==> config.mk <==
export PLATFORM = sky130hd
export DESIGN_NAME = fft_reorder_buf
export DESIGN_NICKNAME = d
export VERILOG_FILES = /design/src/rtl/fft_reorder_buf.sv
export SDC_FILE = /design/constraint.sdc
export NUM_CORES = 1
export LEC_CHECK = 0
export ABC_CLOCK_PERIOD_IN_PS = 10600
export BUFFER_PORTS_ARGS = -buffer_cell sky130_fd_sc_hd__buf_2
export CORE_MARGIN = 10
export CORE_UTILIZATION = 66
export CTS_CLUSTER_DIAMETER = 100
export DETAILED_ROUTE_END_ITERATION = 8
export GPL_TIMING_DRIVEN = 0
export PLACE_DENSITY_LB_ADDON = 0.05
export SYNTH_ARGS = -nofsm -noshare
export SYNTH_HDL_FRONTEND = slang
export SYNTH_SLANG_ARGS = --single-unit
==> constraint.sdc <==
create_clock -name clk -period 10.6 [get_ports clk]
set_input_delay 0.53 -clock clk [delete_from_list [all_inputs] [get_ports clk]]
set_output_delay 0.53 -clock clk [all_outputs]
set_load 0.01 [all_outputs]
==> src/rtl/fft_reorder_buf.sv <==
// fft_reorder_buf
// ---------------------------------------------------------------------------
// Ping-pong reorder buffer for the output of the radix-2 SDF FFT. Each input
// frame of 1<<N complex samples is written into one of two banks, either at
// the bit-reversed address of its arrival index (reorder mode) or at the
// arrival index itself (bypass mode). Full banks are read out in address
// order through a valid/ready output register, so reordered frames leave in
// natural order. While one bank drains the other can fill, which gives
// gapless one-sample-per-cycle throughput when the output is never stalled.
//
// Ports
//   clk, reset            rising-edge clock, synchronous active-high reset
//   in_valid / in_ready   input handshake; in_ready is low only when the
//                         bank the writer would use is still FULL
//   in_sof                sample index 0 of a frame
//   bitrev_en             frame mode, taken with in_sof (1 reorder, 0 bypass)
//   in_re, in_im          input sample components (DW bits, two's complement)
//   out_valid / out_ready output handshake
//   out_sof, out_eof      first / last word of an output frame
//   out_re, out_im        output sample components
//   overflow              registered pulse: in_valid seen while in_ready=0
//   frame_err             registered pulse: sof mid-frame or data with no
//                         frame open
// ---------------------------------------------------------------------------
module fft_reorder_buf #(
  parameter int N  = 3,
  parameter int DW = 16
) (
  input  logic          clk,
  input  logic          reset,
  input  logic          in_valid,
  output logic          in_ready,
  input  logic          in_sof,
  input  logic [DW-1:0] in_re,
  input  logic [DW-1:0] in_im,
  input  logic          bitrev_en,
  output logic          out_valid,
  input  logic          out_ready,
  output logic          out_sof,
  output logic          out_eof,
  output logic [DW-1:0] out_re,
  output logic [DW-1:0] out_im,
  output logic          overflow,
  output logic          frame_err
);

  localparam int           DEPTH = 1 << N;
  localparam logic [N-1:0] LAST  = N'(DEPTH - 1);

  typedef enum logic [1:0] {
    BANK_FREE,
    BANK_FILLING,
    BANK_FULL
  } bank_state_t;

  typedef enum logic {
    WR_IDLE,
    WR_WRITE
  } wr_state_t;

  logic [2*DW-1:0] mem [2][DEPTH];
  bank_state_t     bank_state [2];

  wr_state_t       wr_state;
  wr_state_t       wr_state_next;
  logic            wr_bank;
  logic [N-1:0]    wr_k;
  logic            wr_mode;

  logic            rd_bank;
  logic [N-1:0]    rd_addr;

  logic            accept;
  logic            wr_en;
  logic            wr_start;
  logic            wr_done;
  logic [N-1:0]    wr_addr;
  logic            err_next;
  logic            rd_load;
  logic            rd_last;
  logic [2*DW-1:0] rd_word;

  function automatic logic [N-1:0] bitrev(input logic [N-1:0] v);
    logic [N-1:0] r;
    for (int i = 0; i < N; i++) begin
      r[i] = v[N-1-i];
    end
    return r;
  endfunction

  // Handshake and read-side decode. A FILLING bank belongs to the writer, so
  // only a FULL bank under the write pointer blocks new input. The output
  // register reloads whenever it is empty or its word is being taken.
  always_comb begin
    in_ready = (bank_state[wr_bank] != BANK_FULL);
    accept   = in_valid && in_ready;
    rd_load  = (bank_state[rd_bank] == BANK_FULL) && (!out_valid || out_ready);
    rd_last  = (rd_addr == LAST);
    rd_word  = mem[rd_bank][rd_addr];
  end

  // Write FSM state register.
  always_ff @(posedge clk) begin
    if (reset) begin
      wr_state <= WR_IDLE;
    end else begin
      wr_state <= wr_state_next;
    end
  end

  // Write FSM next state: a frame opens on an accepted sof and closes on the
  // last sample. A sof inside a frame restarts it, so the FSM stays in WRITE.
  always_comb begin
    wr_state_next = wr_state;
    case (wr_state)
      WR_IDLE: begin
        if (accept && in_sof) begin
          wr_state_next = WR_WRITE;
        end
      end
      WR_WRITE: begin
        if (accept && !in_sof && (wr_k == LAST)) begin
          wr_state_next = WR_IDLE;
        end
      end
      default: wr_state_next = WR_IDLE;
    endcase
  end

  // Write FSM outputs. Sample 0 always lands at address 0 because bitrev(0)=0,
  // so a (re)start writes there regardless of mode. Data outside a frame and a
  // sof inside one both raise frame_err; blocked samples never reach here, so
  // an overflow never doubles as a frame error.
  always_comb begin
    wr_en    = 1'b0;
    wr_start = 1'b0;
    wr_done  = 1'b0;
    wr_addr  = '0;
    err_next = 1'b0;
    case (wr_state)
      WR_IDLE: begin
        if (accept) begin
          if (in_sof) begin
            wr_en    = 1'b1;
            wr_start = 1'b1;
          end else begin
            err_next = 1'b1;
          end
        end
      end
      WR_WRITE: begin
        if (accept) begin
          if (in_sof) begin
            wr_en    = 1'b1;
            wr_start = 1'b1;
            err_next = 1'b1;
          end else begin
            wr_en   = 1'b1;
            wr_addr = wr_mode ? bitrev(wr_k) : wr_k;
            wr_done = (wr_k == LAST);
          end
        end
      end
      default: begin
        err_next = 1'b0;
      end
    endcase
  end

  // Write-side bookkeeping: sample counter, latched mode and bank pointer.
  // The counter wraps to zero on the last sample, ready for the next frame.
  always_ff @(posedge clk) begin
    if (reset) begin
      wr_k    <= '0;
      wr_mode <= 1'b0;
      wr_bank <= 1'b0;
    end else begin
      if (wr_start) begin
        wr_k    <= N'(1);
        wr_mode <= bitrev_en;
      end else if (wr_en) begin
        wr_k <= wr_k + N'(1);
      end
      if (wr_done) begin
        wr_bank <= ~wr_bank;
      end
    end
  end

  // Bank ownership. The writer only touches a non-FULL bank and the reader
  // only a FULL one, so the two updates never target the same bank in one
  // cycle.
  always_ff @(posedge clk) begin
    if (reset) begin
      bank_state[0] <= BANK_FREE;
      bank_state[1] <= BANK_FREE;
    end else begin
      if (wr_start) begin
        bank_state[wr_bank] <= BANK_FILLING;
      end
      if (wr_done) begin
        bank_state[wr_bank] <= BANK_FULL;
      end
      if (rd_load && rd_last) begin
        bank_state[rd_bank] <= BANK_FREE;
      end
    end
  end

  // Sample storage; contents are left alone on reset since bank state alone
  // decides what is valid.
  always_ff @(posedge clk) begin
    if (wr_en) begin
      mem[wr_bank][wr_addr] <= {in_re, in_im};
    end
  end

  // Output register and read pointer. Holding the register while stalled
  // keeps data, sof and eof stable until the downstream takes the word.
  always_ff @(posedge clk) begin
    if (reset) begin
      out_valid <= 1'b0;
      out_sof   <= 1'b0;
      out_eof   <= 1'b0;
      out_re    <= '0;
      out_im    <= '0;
      rd_addr   <= '0;
      rd_bank   <= 1'b0;
    end else begin
      if (rd_load) begin
        out_valid <= 1'b1;
        out_re    <= rd_word[2*DW-1:DW];
        out_im    <= rd_word[DW-1:0];
        out_sof   <= (rd_addr == '0);
        out_eof   <= rd_last;
        rd_addr   <= rd_addr + N'(1);
        if (rd_last) begin
          rd_bank <= ~rd_bank;
        end
      end else if (out_ready) begin
        out_valid <= 1'b0;
      end
    end
  end

  // Error pulses are registered so they appear the cycle after the offending
  // input.
  always_ff @(posedge clk) begin
    if (reset) begin
      overflow  <= 1'b0;
      frame_err <= 1'b0;
    end else begin
      overflow  <= in_valid && !in_ready;
      frame_err <= err_next;
    end
  end

endmodule

Yosys cells after proc, flatten, opt, wreduce, memory -nomap -nowiden
Memory sizes are Yosys's and may differ from the RTL's. A register that Yosys moved wholly into a read port is not among the register bits.
Index checks and enable logic that the tools add are counted.
- add/subtract/negate cells: 2
- order comparisons: 3
- equality and inequality tests: 4
- multiplexer cells: 52
- bitwise logic cells: 6
- reduce and logical (&&, ||, !) cells: 19
- operators with widths (kind ; number):
    2-to-1 mux 256 bit ; 1
    binary-select mux 32 bit (select 3 bit) ; 1
    demux 32 bit (select 3 bit) ; 1
    2-to-1 mux 32 bit ; 3
    2-to-1 mux 1 bit ; 36
    2-to-1 mux 3 bit ; 4
    greater-or-equal comparator 4 bit, second input constant ; 2
    logical AND 1 bit ; 8
    NOT 3 -> 4 bit ; 2
    adder 3 x 1 -> 3 bit, second input constant ; 2
    equality test 3 bit, second input constant ; 2
    2-to-1 mux 2 bit ; 3
    case mux 1 bit (2 select lines) ; 3
    OR reduction 2 bit ; 3
    less-than comparator 4 x 1 -> 1 bit, second input constant ; 1
    nonzero test 2 bit ; 2
    zero test 1 bit ; 3
    zero test 3 bit ; 1
    NOT 1 bit ; 3
    equality test 2 bit, second input constant ; 1
    inequality test 2 bit, second input constant ; 1
    AND reduction 2 bit ; 1
    logical OR 1 bit ; 1
    bitwise OR 1 bit ; 1
- register bits after elaboration: 47
- memory bits (writable): 516
- output and inout port bits: 38
- word-level logic and storage cells: 102
- memories kept: 2
- memory list (memory ; words ; bits a word ; rd ports ; clocked after memory_dff ; wr ports ; RTL line ; RTL):
    mem ; 2 ; 256 ; 1 ; 1 ; 1 ; 61 ; logic [2*DW-1:0] mem [2][DEPTH];
    bank_state ; 2 ; 2 ; 2 ; 2 ; 2 ; 62 ; bank_state_t bank_state [2];

Depth between registers and ports, before layout
- depth in word-level cells: 10
- gate-level depth with buffers: 6
- depth with buffers taken out: 5

Worst setup path before layout
OpenSTA, ideal clock, no wires.
- path type: register to register
- start: memory bank_state[1][0] (netlist name)
- end: memory mem[1][192] (netlist name) (enable)
- library setup time: 0.513 ns
- data arrival time: 4.474 ns
- required time: 10.087 ns
- path slack: 5.613 ns
- stages on the path, launching flop included: 5
- path buffers: 0
- cell sequence: dfxtp_1 -> and3b_1 -> nor3b_2 -> nand3_1 -> nor4b_1
- RTL lines (what ; RTL line):
    start: declaration ; 62
    end: declaration ; 61

==> implementation parameters <==
Parameter                              Value

Status
  Run status    finished, final reports clean

Placed design
  Number of instances in the placed design    roughly 1.6k
  Dpl hpwl    slightly above 30000 um
  Area after DPL    roughly 0.023 mm2
  Number of buffers inserted by port buffering    74
  Placer congestion estimate    between 0.7 and 0.8

Synth
  Async S/R FF share, synth    0%
  Adder-cell area share of the yosys netlist    0.292%
  Number of nets produced by synthesis    1032
  Main flop type after synthesis    sky130_fd_sc_hd__edfxtp_1
  Cell type contributing the most total cell area after synthesis    sky130_fd_sc_hd__edfxtp_1
  Synthesized-area fraction occupied by ao, oa, aoi and oai cells    under 10%
  Post-Synthesis Cell Area    approximately 0.021 mm2
  Post-synth top area share    a little under three quarters
  Number of distinct library cell variants in the gate-level netlist after synthesis    37
  Post-synth EDFFs    just over 500
  Number of register bits inferred by synthesis    between 500 and 600
  Count of yosys warnings during synthesis    0
  Main combinational cell family by area after synthesis    multiplexers
  Top cells by area, synth    sky130_fd_sc_hd__edfxtp_1, sky130_fd_sc_hd__mux4_2, sky130_fd_sc_hd__dfxtp_1
  Simple-gate area share of the yosys netlist    around 2.8%
  Mean instance size in the synthesized netlist    21.7 um2
  Sequential fraction of the synthesis area    between 70% and 80%
  Cells after synthesis    989
  Post-synthesis xor/xnor area fraction    0.0409%
  Multiplexer fraction of the synthesized cell area    between 10% and 20%

Clocking
  Maximum buffer depth of the clock tree    3
  Clock Sink Count    about 570
  Setup repair bufs after CTS    0
  Number of buffers added by the clock tree synthesis step    53
  Clock insertion delay at the later pin of the skew report    ~0.57 ns
  Clock tree from TritonCTS    done
  Hold-fix buffers at CTS    0
  Maximum level of the CTS H-tree    2
  # resized after CTS    0
  Clock slew seen by the registers of the worst setup and hold paths    0.06 ns
  Clock tree root driver cell    sky130_fd_sc_hd__clkbuf_16

Routing
  Routed length on met3    4210 um
  Detailed-route wire length per cell    between 20 and 30 um
  Antenna Nets Post-Route    0
  Number of vias after detailed routing    between 10k and 15k
  Routed met2 length    23400 um
  Remaining routing DRC violations    0
  Met1 wire length    about 19000 um
  Uppermost routed layer    met4
  Post-DR vias/cell    between 6 and 7
  Number of violations reported at the end of detailed-routing iteration 0    ~1.3k
  Drt total wl    roughly 47000 um
  DRT Pass-1 Iters    5

Timing
  Final Cycle Share    between 30 and 40%
  Final period demand of the worst path    about 3.3 ns
  Total Neg Setup Slack    0 ns
  Final hold slack    approximately 0.22 ns
  Max Clock Skew    between 0.008 and 0.009 ns
  Worst-margin pin slew    1.02 ns
  Final Hold Viols    0
  Fmax    about 0.3 GHz
  Final setup violation count    0
  Unrepaired setup endpoints after global routing    false
  Worst slew margin relative to its limit    around a third
  Number of max-slew violations in the final report    0

Worst setup path
  Startpoint kind of the worst setup timing path    flop
  Worst Path Arrival    about 3.6 ns
  Endpoint type of the worst setup path    flop
  CP Max Fanout    8
  CP Data Required Time    10.88 ns
  Critical path type    flop to flop

Min path
  Class of the tightest hold or removal check    primary input to flop

GRT
  Wire length of the first global-routing pass    about 72000 um
  Largest net degree at the start of global routing    19
  Number of global-route vias before repair    between 10k and 15k
  Gr ovfl total    0
  Total track usage    a little under a quarter
  Number of antenna violations at the first check in global routing    0

Layout
  Final layout net count    between 1k and 1.5k
  P&R area growth vs syn    15.1%
  Fraction of final layout cells with drive strength greater than 1    a little under a third
  Post-route cell area    between 0.02 and 0.025 mm2
  Fill cell count    1691
  Diode count    0
  Fin cells    roughly 1.7k

Floorplan
  Area inside the core boundary    ~0.032 mm2
  Die outline area    0.0401 mm2
  Die height    200 um
  I/O pin count    76
  Horizontal die dimension    200 um
  Initial cell density of the core    67.4%
  Number of placement rows    65

Pwr
  Leakage dissipation    8.31 nW
  Worst voltage drop across the vdd grid    around 0.00015 V
  PD cells    175 mW/mm2
  Overall power consumption    approximately 4.3 mW

Job
  Number of maximum-capacitance violations    0
## metrics by stage
step | util, % | worst slack (ns)
final | 77.5 | 7.28
after global routing | 77.5 | 7.15
after CTS | 77.5 | 7.31
after detailed placement | 72.3 | 7.31
after global placement | 70.3 | 1.63
after floorplan | - | 5.61
## cells in the mapped netlist (2+ instances only)
cell                       count
sky130_fd_sc_hd__mux4_2      128
sky130_fd_sc_hd__clkbuf_1     27
sky130_fd_sc_hd__a311oi_1      2
sky130_fd_sc_hd__buf_2         9
sky130_fd_sc_hd__a21oi_1      13
sky130_fd_sc_hd__buf_1         9
sky130_fd_sc_hd__inv_1         6
sky130_fd_sc_hd__nor3b_2       2
sky130_fd_sc_hd__o21ai_0       7
sky130_fd_sc_hd__or3_1         4
sky130_fd_sc_hd__and3b_1       2
sky130_fd_sc_hd__o21ai_1       2
sky130_fd_sc_hd__nor3b_1       3
sky130_fd_sc_hd__edfxtp_1    512
sky130_fd_sc_hd__nor4b_1       4
sky130_fd_sc_hd__nand3_1       8
sky130_fd_sc_hd__a41o_1        2
sky130_fd_sc_hd__o221ai_1     32
sky130_fd_sc_hd__buf_4        13
sky130_fd_sc_hd__mux2_2        2
sky130_fd_sc_hd__nand2b_1      2
sky130_fd_sc_hd__nor2_1       11
sky130_fd_sc_hd__nand3b_1     34
sky130_fd_sc_hd__nand2_1      14
sky130_fd_sc_hd__nor4_1        4
sky130_fd_sc_hd__nor3_1        5
sky130_fd_sc_hd__mux2i_1      64
sky130_fd_sc_hd__ha_1          5
sky130_fd_sc_hd__a211oi_1      2
sky130_fd_sc_hd__a41oi_1       2
sky130_fd_sc_hd__dfxtp_1      53
## layer usage
metal	vias to the layer above	track usage, %
met1	5776	33.8
met5	-	0
li1	4536	-
met2	502	37.5
met4	0	5.91
met3	62	5.00
## power by group
part | leakage [nW] | internal (mW) | switching [mW] | total [mW]
Combinational | 2.44 | 0.0204 | 0.0486 | 0.0690
Clock | 0.824 | 1.02 | 0.784 | 1.81
Sequential | 5.04 | 2.44 | 0.00332 | 2.44
Total | 8.31 | 3.48 | 0.836 | 4.31
## kinds of logic (layout without fill, tap and decap cells)
kind of cell	count (synthesis)	in the layout
AND/OR/NAND/NOR	96	96
flip-flops	565	565
XOR/XNOR	1	1
multiplexers	194	194
buffers and inverters	64	293
adder cells (fa/ha/maj)	5	5
AO/OA/AOI/OAI	64	64
## worst paths after layout
| path | start | to | slack [ns] | cells after the start |
|---|---|---|---|---|
| worst min register to register | out_eof$_SDFFE_PP0P_ | out_eof$_SDFFE_PP0P_ | 0.46 | 2 |
| worst min-delay path | bitrev_en | wr_mode$_SDFFE_PP0P_ | 0.22 | 3 |
| worst max register to register | bank_state[1][0]$_SDFFE_PP0P_ | mem[1][88]$_DFFE_PP_ | 7.28 | 7 |
| worst max-delay path | bank_state[1][0]$_SDFFE_PP0P_ | mem[1][88]$_DFFE_PP_ | 7.28 | 7 |
## area by class of cell
type,instances,area (um2),share of cell area [%]
multi-input cells,360,4800,19.5
flip-flops and latches,565,16400,66.6
well taps,435,544,2.21
repair buffers,129,922,3.74
clock inverters,21,131,0.533
clock buffers,79,1530,6.19
inverters,6,22.5,0.0913
plain buffers,58,278,1.13
## state kept, by name (all words and copies together) (netlist names), 3 cells and up, named ones only
register	flops
bank_state	4
mem	512
out_im	16
out_re	16
rd_addr	3
wr_k	3
## critical path, stage by stage (launching register included)
cell                      delay, ns
sky130_fd_sc_hd__dfxtp_1       0.34
sky130_fd_sc_hd__and3b_1       0.22
sky130_fd_sc_hd__nor3b_2       0.37
sky130_fd_sc_hd__nand3_1       0.49
sky130_fd_sc_hd__nor4_2        0.91
sky130_fd_sc_hd__buf_4         0.33
sky130_fd_sc_hd__buf_4         0.18
sky130_fd_sc_hd__buf_4         0.17
## layout by cell type (no fill, tap or decap), types with 3 or more instances in the layout
cell	instances
sky130_fd_sc_hd__edfxtp_1	512
sky130_fd_sc_hd__mux4_2	128
sky130_fd_sc_hd__buf_2	83
sky130_fd_sc_hd__mux2i_1	64
sky130_fd_sc_hd__clkbuf_16	55
sky130_fd_sc_hd__dfxtp_1	53
sky130_fd_sc_hd__buf_4	47
sky130_fd_sc_hd__clkbuf_1	45
sky130_fd_sc_hd__nand3b_1	34
sky130_fd_sc_hd__o221ai_1	32
sky130_fd_sc_hd__buf_6	15
sky130_fd_sc_hd__nand2_1	14
sky130_fd_sc_hd__a21oi_1	13
sky130_fd_sc_hd__clkinv_2	13
sky130_fd_sc_hd__buf_1	9
sky130_fd_sc_hd__nand3_1	8
sky130_fd_sc_hd__o21ai_0	7
sky130_fd_sc_hd__inv_1	6
sky130_fd_sc_hd__nor2_4	6
sky130_fd_sc_hd__clkbuf_8	6
sky130_fd_sc_hd__nor2_1	5
sky130_fd_sc_hd__ha_1	5
sky130_fd_sc_hd__clkinv_1	5
sky130_fd_sc_hd__buf_12	5
sky130_fd_sc_hd__nor4_2	4
sky130_fd_sc_hd__or3_1	4
sky130_fd_sc_hd__nor3_2	4
sky130_fd_sc_hd__nor3b_1	3
(Power assumes the default switching activity.)
